File: config.mk
export PLATFORM = sky130hd
export DESIGN_NAME = rtc_set_ctrl_flat
export DESIGN_NICKNAME = d
export VERILOG_FILES = /design/src/rtl/rtc_set_ctrl_if.sv /design/src/rtl/rtc_set_ctrl.sv /design/src/flat_wrapper.sv
export SDC_FILE = /design/constraint.sdc
export NUM_CORES = 1
export LEC_CHECK = 0
export BUFFER_PORTS_ARGS = -buffer_cell sky130_fd_sc_hd__clkbuf_2
export CAP_MARGIN = 30
export CORE_MARGIN = 5
export CORE_UTILIZATION = 25
export CTS_BUF_LIST = sky130_fd_sc_hd__clkbuf_4
export DETAILED_ROUTE_END_ITERATION = 8
export PLACE_DENSITY_LB_ADDON = 0.08
export SYNTH_ARGS = -nofsm -noshare
export SYNTH_HDL_FRONTEND = slang
export SYNTH_SLANG_ARGS = --single-unit
File: constraint.sdc
create_clock -name i_clk -period 2.67 [get_ports i_clk]
set_input_delay 0.1335 -clock i_clk [delete_from_list [all_inputs] [get_ports i_clk]]
set_output_delay 0.1335 -clock i_clk [all_outputs]
set_load 0.02 [all_outputs]
File: src/rtl/rtc_set_ctrl_if.sv
// Button, time and load/display bundle between the RTC set controller and its
// surroundings. The counter-chain side drives master, the controller is slave.
interface rtc_set_ctrl_if;
   logic        btn_mode;
   logic        btn_inc;
   logic        btn_dec;
   logic [23:0] cur_time;
   logic        tick;
   logic        load;
   logic [23:0] ld_time;
   logic [1:0]  mode;
   logic [5:0]  blank;

   modport master (
      output btn_mode,
      output btn_inc,
      output btn_dec,
      output cur_time,
      input  tick,
      input  load,
      input  ld_time,
      input  mode,
      input  blank
   );

   modport slave (
      input  btn_mode,
      input  btn_inc,
      input  btn_dec,
      input  cur_time,
      output tick,
      output load,
      output ld_time,
      output mode,
      output blank
   );
endinterface

File: src/rtl/rtc_set_ctrl.sv
// RTC sequencing/setting controller: 1 Hz tick, mode/inc/dec edit FSM, counter load strobe.
// Define RTC_SET_BLINK_EN to build the edited-field blink mask on blank.
module rtc_set_ctrl #(
   parameter int unsigned TICK_DIV = 50000000
) (
   input  logic          i_clk,
   input  logic          i_rst,
   rtc_set_ctrl_if.slave io_rtc
);
   localparam int unsigned    CW         = (TICK_DIV > 1) ? $clog2(TICK_DIV) : 1;
   localparam logic [CW-1:0]  PRESC_LAST = CW'(TICK_DIV - 1);

   typedef enum logic [1:0] {
      StRun    = 2'd0,
      StSetHr  = 2'd1,
      StSetMin = 2'd2,
      StSetSec = 2'd3
   } state_t;

   state_t        r_state;
   logic [2:0]    r_btn_q;
   logic [7:0]    r_hr;
   logic [7:0]    r_min;
   logic [7:0]    r_sec;
   logic [CW-1:0] r_presc;
   logic          r_tick;
   logic          r_load;

   logic          w_mode_edge;
   logic          w_inc_edge;
   logic          w_dec_edge;
   logic          w_one_edit;
   logic          w_load_nxt;
   logic [CW-1:0] w_presc_nxt;
   state_t        w_state_nxt;

   function automatic logic [7:0] bcd_inc(input logic [7:0] v, input logic [7:0] max);
      if (v == max) begin
         return 8'h00;
      end else if (v[3:0] == 4'd9) begin
         return {v[7:4] + 4'd1, 4'd0};
      end else begin
         return {v[7:4], v[3:0] + 4'd1};
      end
   endfunction

   function automatic logic [7:0] bcd_dec(input logic [7:0] v, input logic [7:0] max);
      if (v == 8'h00) begin
         return max;
      end else if (v[3:0] == 4'd0) begin
         return {v[7:4] - 4'd1, 4'd9};
      end else begin
         return {v[7:4], v[3:0] - 4'd1};
      end
   endfunction

   // Packed BCD compares numerically once the low digit is known to be valid.
   function automatic logic [7:0] san_hr(input logic [7:0] v);
      if ((v[3:0] > 4'd9) || (v > 8'h23)) begin
         return 8'h00;
      end
      return v;
   endfunction

   function automatic logic [7:0] san_ms(input logic [7:0] v);
      if ((v[7:4] > 4'd5) || (v[3:0] > 4'd9)) begin
         return 8'h00;
      end
      return v;
   endfunction

   assign w_mode_edge = io_rtc.btn_mode & ~r_btn_q[2];
   assign w_inc_edge  = io_rtc.btn_inc  & ~r_btn_q[1];
   assign w_dec_edge  = io_rtc.btn_dec  & ~r_btn_q[0];

   // Mode edge takes priority; simultaneous inc+dec cancel out.
   assign w_one_edit  = (w_inc_edge ^ w_dec_edge) & ~w_mode_edge & (r_state != StRun);
   assign w_load_nxt  = w_mode_edge ? (r_state == StSetSec) : w_one_edit;
   assign w_state_nxt = w_mode_edge ? state_t'(r_state + 2'd1) : r_state;

   assign w_presc_nxt = (w_load_nxt || (r_presc == PRESC_LAST)) ? '0 : r_presc + 1'b1;

   always_ff @(posedge i_clk) begin
      if (!i_rst) begin
         r_state <= StRun;
         r_btn_q <= {io_rtc.btn_mode, io_rtc.btn_inc, io_rtc.btn_dec};
         r_hr    <= 8'h00;
         r_min   <= 8'h00;
         r_sec   <= 8'h00;
         r_presc <= '0;
         r_tick  <= 1'b0;
         r_load  <= 1'b0;
      end else begin
         r_btn_q <= {io_rtc.btn_mode, io_rtc.btn_inc, io_rtc.btn_dec};
         r_state <= w_state_nxt;
         r_presc <= w_presc_nxt;
         r_load  <= w_load_nxt;
         r_tick  <= (r_state == StRun) && !w_mode_edge && (r_presc == PRESC_LAST);
         if (w_mode_edge && (r_state == StRun)) begin
            r_hr  <= san_hr(io_rtc.cur_time[23:16]);
            r_min <= san_ms(io_rtc.cur_time[15:8]);
            r_sec <= san_ms(io_rtc.cur_time[7:0]);
         end else if (w_one_edit) begin
            unique case (r_state)
               StSetHr:  r_hr  <= w_inc_edge ? bcd_inc(r_hr, 8'h23)  : bcd_dec(r_hr, 8'h23);
               StSetMin: r_min <= w_inc_edge ? bcd_inc(r_min, 8'h59) : bcd_dec(r_min, 8'h59);
               StSetSec: r_sec <= 8'h00;
               default:  ;
            endcase
         end
      end
   end

`ifdef RTC_SET_BLINK_EN
   localparam logic [CW-1:0] PRESC_HALF = CW'(TICK_DIV / 2);

   logic       w_phase_nxt;
   logic [5:0] r_blank;

   // Built from next-cycle state/prescaler so the registered mask lines up with them.
   assign w_phase_nxt = (w_presc_nxt >= PRESC_HALF);

   always_ff @(posedge i_clk) begin
      if (!i_rst) begin
         r_blank <= 6'b000000;
      end else begin
         case (w_state_nxt)
            StSetHr:  r_blank <= {{2{w_phase_nxt}}, 4'b0000};
            StSetMin: r_blank <= {2'b00, {2{w_phase_nxt}}, 2'b00};
            StSetSec: r_blank <= {4'b0000, {2{w_phase_nxt}}};
            default:  r_blank <= 6'b000000;
         endcase
      end
   end

   assign io_rtc.blank = r_blank;
`else
   assign io_rtc.blank = 6'b000000;
`endif

   assign io_rtc.tick    = r_tick;
   assign io_rtc.load    = r_load;
   assign io_rtc.ld_time = {r_hr, r_min, r_sec};
   assign io_rtc.mode    = r_state;
endmodule
File: src/flat_wrapper.sv
// flat-port wrapper written by rule: the top's interface ports become plain ports
module rtc_set_ctrl_flat 
#(
   parameter int unsigned TICK_DIV = 50000000
)
  (i_clk, i_rst, io_rtc_btn_mode, io_rtc_btn_inc, io_rtc_btn_dec, io_rtc_cur_time, io_rtc_tick, io_rtc_load, io_rtc_ld_time, io_rtc_mode, io_rtc_blank);
  rtc_set_ctrl_if io_rtc_i ();
  input  logic i_clk;
  input  logic i_rst;
  input wire logic [$bits(io_rtc_i.btn_mode)-1:0] io_rtc_btn_mode;
  input wire logic [$bits(io_rtc_i.btn_inc)-1:0] io_rtc_btn_inc;
  input wire logic [$bits(io_rtc_i.btn_dec)-1:0] io_rtc_btn_dec;
  input wire logic [$bits(io_rtc_i.cur_time)-1:0] io_rtc_cur_time;
  output wire logic [$bits(io_rtc_i.tick)-1:0] io_rtc_tick;
  output wire logic [$bits(io_rtc_i.load)-1:0] io_rtc_load;
  output wire logic [$bits(io_rtc_i.ld_time)-1:0] io_rtc_ld_time;
  output wire logic [$bits(io_rtc_i.mode)-1:0] io_rtc_mode;
  output wire logic [$bits(io_rtc_i.blank)-1:0] io_rtc_blank;
  assign io_rtc_i.btn_mode = io_rtc_btn_mode;
  assign io_rtc_i.btn_inc = io_rtc_btn_inc;
  assign io_rtc_i.btn_dec = io_rtc_btn_dec;
  assign io_rtc_i.cur_time = io_rtc_cur_time;
  assign io_rtc_tick = io_rtc_i.tick;
  assign io_rtc_load = io_rtc_i.load;
  assign io_rtc_ld_time = io_rtc_i.ld_time;
  assign io_rtc_mode = io_rtc_i.mode;
  assign io_rtc_blank = io_rtc_i.blank;
  rtc_set_ctrl #(.TICK_DIV(TICK_DIV)) u_core (.i_clk(i_clk), .i_rst(i_rst), .io_rtc(io_rtc_i));
endmodule
==> Flow_metrics.wiki <==
{| class="wikitable"
! Metric !! Value
|-
| Result of the run || finished, final reports clean
|-
| Post-synth top area share || 0.328
|-
| Number of antenna violations at the first check in global routing || 1
|-
| DIE AREA || 0.0164 sq mm
|-
| Setup repair after global routing missed its margin || no
|-
| Number of placed instances with taps included || 635
|-
| Pre-Repair DR Iteration Count || 4
|-
| Number of enable flip-flop cells after synthesis || 0
|-
| Share of layout cells above drive strength 1 || 0.185
|-
| Number of ports placed on the die boundary || 63
|-
| Number of distinct library cell variants in the gate-level netlist after synthesis || 74
|-
| Top sig layer || met4
|-
| Portion of total power attributed to sequential cells || 0.444
|-
| Worst R2R Start || u_core.io_rtc.mode[0]
|-
| Final total power || 2.06 mW
|-
| Global-route usage over all layers || 0.123
|-
| Clock buffers created by TritonCTS || 9
|-
| Time the final worst path needs with I/O delays and setup || 2.13 ns
|-
| Worst VDD drop || 0.276 mV
|-
| Number of instances resized during post-cts repair || 0
|-
| Static Leakage || 1.62 nW
|-
| Final worst-path cycle share || 0.796
|-
| Number of rows created at floorplan || 43
|-
| Source-to-sink clock delay at the later pin of the worst-skew pair || 0.44 ns
|-
| Element type at the critical path start || flip-flop
|-
| Initial DRC count || 139
|-
| Global-route wire length before repair || 16.1 mm
|-
| Worst hold path depth || 3
|-
| Clock tree sinks || 57
|-
| Cell-internal power || 1.42 mW
|-
| Number of hold violations in the final report || 0
|-
| WL per Instance || 14.6 um
|-
| Non-filler cells, final || 668
|-
| Vias after detailed routing || 3161
|-
| X dimension of the die || 128 um
|-
| Crit end category || flip-flop
|-
| Storage cell area || 0.00114 sq mm
|-
| Setup violations, final || 0
|-
| Seq cells post-synth || 57
|-
| Power per cell area || 490 mW/mm^2
|-
| Detail-routed via count per cell || 4.73
|-
| Net count, final || 530
|-
| Metal2 WL || 4.51 mm
|-
| Reg-to-reg setup timing slack || 0.54 ns
|-
| Drc violations || 0
|-
| Most frequently used flop master after synthesis || dfxtp_1
|-
| Post-synth design cell area || 0.00348 sq mm
|-
| Clock power share || 0.364
|-
| CTS Root Cell || clkbuf_4
|-
| Input/output buffers || 56
|-
| Number of cells traversed by the worst register-to-register path || 6
|-
| Cell at the slowest stage of the critical path || a31oi_1
|-
| Combined area of the multi-input logic cells || 0.00213 sq mm
|-
| Async set-reset flop share out of synthesis || 0
|-
| Syn_area_per_cell || 8.49 sq um
|-
| YS warnings || 0
|-
| Worst reg2reg path endpoint || u_core.r_sec[6]
|-
| Length of routed met3 wiring || 471 um
|-
| Placeable core region || 0.0138 sq mm
|-
| Slew of the pin with the lowest slew margin || 0.746 ns
|-
| Clock tree from TritonCTS || yes
|-
| Clock transition time at the flip-flop clock pins of the worst setup and hold paths || 0.10 ns
|-
| Critical path, cell by cell || inv_1, ha_1, and3b_1, a31oi_1, a22oi_1, nor2_1
|-
| Longest individual stage delay on the worst path || 0.63 ns
|-
| Maximum fanout along the worst path || 13
|-
| Vias in the first global route || 3075
|-
| Hold/Removal Path Class || in -> reg
|-
| Max-slew violation count || 0
|-
| Starting density of the core || 0.253
|-
| Number of max-capacitance violations reported || 0
|-
| Switching Fraction || 0.310
|-
| Proportion of power drawn by combinational gates || 0.192
|-
| Final wirelength || 9.73 mm
|-
| Remaining max-slew budget at the tightest pin || 0.500
|-
| Endpoint required time on the critical path || 3.04 ns
|-
| Critical Setup Path Class || reg -> reg
|-
| Area added between synthesis and finish || 20.9%
|-
| HPWL after DPL || 7.08 mm
|-
| Maximum buffer depth of the clock tree || 2
|-
| Die height || 128 um
|-
| Hold Crit Endpoint || u_core.r_min[2]
|-
| Met1 routed wirelength after detailed routing || 4.60 mm
|-
| Worst Skew || 0.0160 ns
|-
| Setup TNS || 0 ns
|-
| Sequential-to-total area share from yosys stat || 0.328
|-
| Antenna-violating nets left || 0
|-
| Overflow after GRT || 0
|-
| Hold wc startpoint || io_rtc_cur_time[10]
|-
| H-Tree Level Count || 3
|-
| Number of fill cells in the layout || 1527
|-
| Data arrival time of the critical path || 2.50 ns
|-
| Largest net degree at the start of global routing || 27
|-
| Dominant cell type by area after synthesis || dfxtp_1
|-
| Ranking of synthesized cells by area || dfxtp_1 (33%), ha_1 (6.8%), nor2_1 (5.6%)
|-
| Total net switching power || 0.640 mW
|-
| RePlAce Congestion || 0.814
|-
| Cells after Synth || 410
|-
| Top achievable clock speed || 0.470 GHz
|}
-- how the worst max path moves through the flow --
stage | slack, ns | to | from | depth (start not counted)
after floorplan | 0.65 | u_core.r_min[6] | u_core.r_min[0] | 7
after global placement | 0.57 | u_core.r_hr[6] | u_core.r_hr[1] | 7
after detailed placement | 0.50 | u_core.r_sec[3] | u_core.io_rtc.mode[0] | 6
after CTS | 0.47 | u_core.r_sec[6] | u_core.io_rtc.mode[0] | 6
after global routing | 0.25 | u_core.r_sec[5] | u_core.io_rtc.mode[0] | 6
final | 0.54 | u_core.r_sec[6] | u_core.io_rtc.mode[0] | 6
-- area by class of cell --
type                    count  area share
diodes                      1    0.000595
clock buffers              10      0.0179
clock inverters             6      0.0196
inverters                  18      0.0161
multi-input cells         318       0.506
flip-flops and latches     57       0.271
well taps                 180      0.0536
repair buffers             78       0.115
-- critical path: cells and delay by family, from the launching register on --
kind,cells,cell delay (ns)
AO/OA/AOI/OAI,2,0.82
adder cells (fa/ha/maj),1,0.26
buffers and inverters,1,0.10
flip-flops,1,0.41
AND/OR/NAND/NOR,2,0.47
-- routing by layer --
layer | track usage | vias to the layer above
li1 | - | 1622
met1 | 0.159 | 1487
met2 | 0.193 | 44
met3 | 0.0388 | 8
met4 | 0.0449 | 0
met5 | 0 | -
-- cells in the final DEF, fill, tap and decap left out, drive strengths merged, types with 16 or more instances in the layout --
cell type and instances:
a21oi 20, clkbuf 66, nand3 20, nor3 18, nand2 25, ha 19
inv 17, dlygate4sd3 16, nor2 52, dfxtp 57
-- timing repair --
action / in CTS / in global routing
endpoints found under the hold margin: 16 / 0
buffers inserted: 0 / 0
hold buffers: 16 / 0
-- state kept, by name, summed over array words and instances, names as in the netlist --
| name | flops |
|---|---|
| u_core.io_rtc.load | 1 |
| u_core.io_rtc.mode | 2 |
| u_core.io_rtc.tick | 1 |
| u_core.r_btn_q | 3 |
| u_core.r_hr | 8 |
| u_core.r_min | 8 |
| u_core.r_presc | 26 |
| u_core.r_sec | 8 |
-- power by group through the flow --
stage | Clock, mW | Combinational [mW] | Sequential [mW]
after global routing | 0.829 | 0.442 | 0.924
after detailed placement | 0 | 0.379 | 0.935
final | 0.751 | 0.395 | 0.916
after floorplan | 0 | 0.262 | 0.947
after global placement | 0 | 0.383 | 0.936
after CTS | 0.794 | 0.400 | 0.916
-- stage by stage --
stage                     setup slack [ns]  area, sq um   util  hold slack, ns
final                                0.544         4210  0.305          0.0291
after global routing                 0.247         4210  0.305          0.0105
after CTS                            0.470         4200  0.305       0.0000670
after detailed placement             0.498         3880  0.282           0.268
after global placement               0.570         3880  0.282           0.268
after floorplan                      0.652         3500      -           0.161
-- cell usage after synthesis, types with 2 or more instances --
cell type  count
nor3b_1        6
a311oi_1       2
ha_1          19
nand2_1       25
o211ai_1       2
inv_1         17
and2b_1        2
nor3_1        17
nand4_1        7
buf_4          6
a31oi_1        4
and2_1         6
o31ai_1        2
nand3_1       19
a221oi_1       2
a221o_1        2
xnor2_1       13
and4_1         3
and3b_1        2
dfxtp_1       57
or3_1          2
o21a_1         4
a211o_1        2
buf_2          3
nor4_1         3
clkbuf_1       8
o32ai_1        2
mux2i_1        2
o22ai_1        4
buf_12         2
or4_1          2
buf_6          3
nor4_2         2
xor2_1        13
nor2b_1        2
a22oi_1        8
nor2_1        52
a211oi_1       4
a32oi_1        3
nand3b_1       5
o21ai_0       13
nand2b_1       4
a21oi_1       20
and3_1         4
-- kinds of logic (layout without fill, tap and decap cells) --
logic type	Yosys count	count (layout)	synth area share
AO/OA/AOI/OAI	88	88	0.177
XOR/XNOR	27	27	0.0734
adder cells (fa/ha/maj)	19	19	0.0683
buffers and inverters	40	112	0.0665
flip-flops	57	57	0.328
multiplexers	3	3	0.00899
other	1	7	0.00108
AND/OR/NAND/NOR	175	175	0.277
Power figures use the tool's default switching activity.
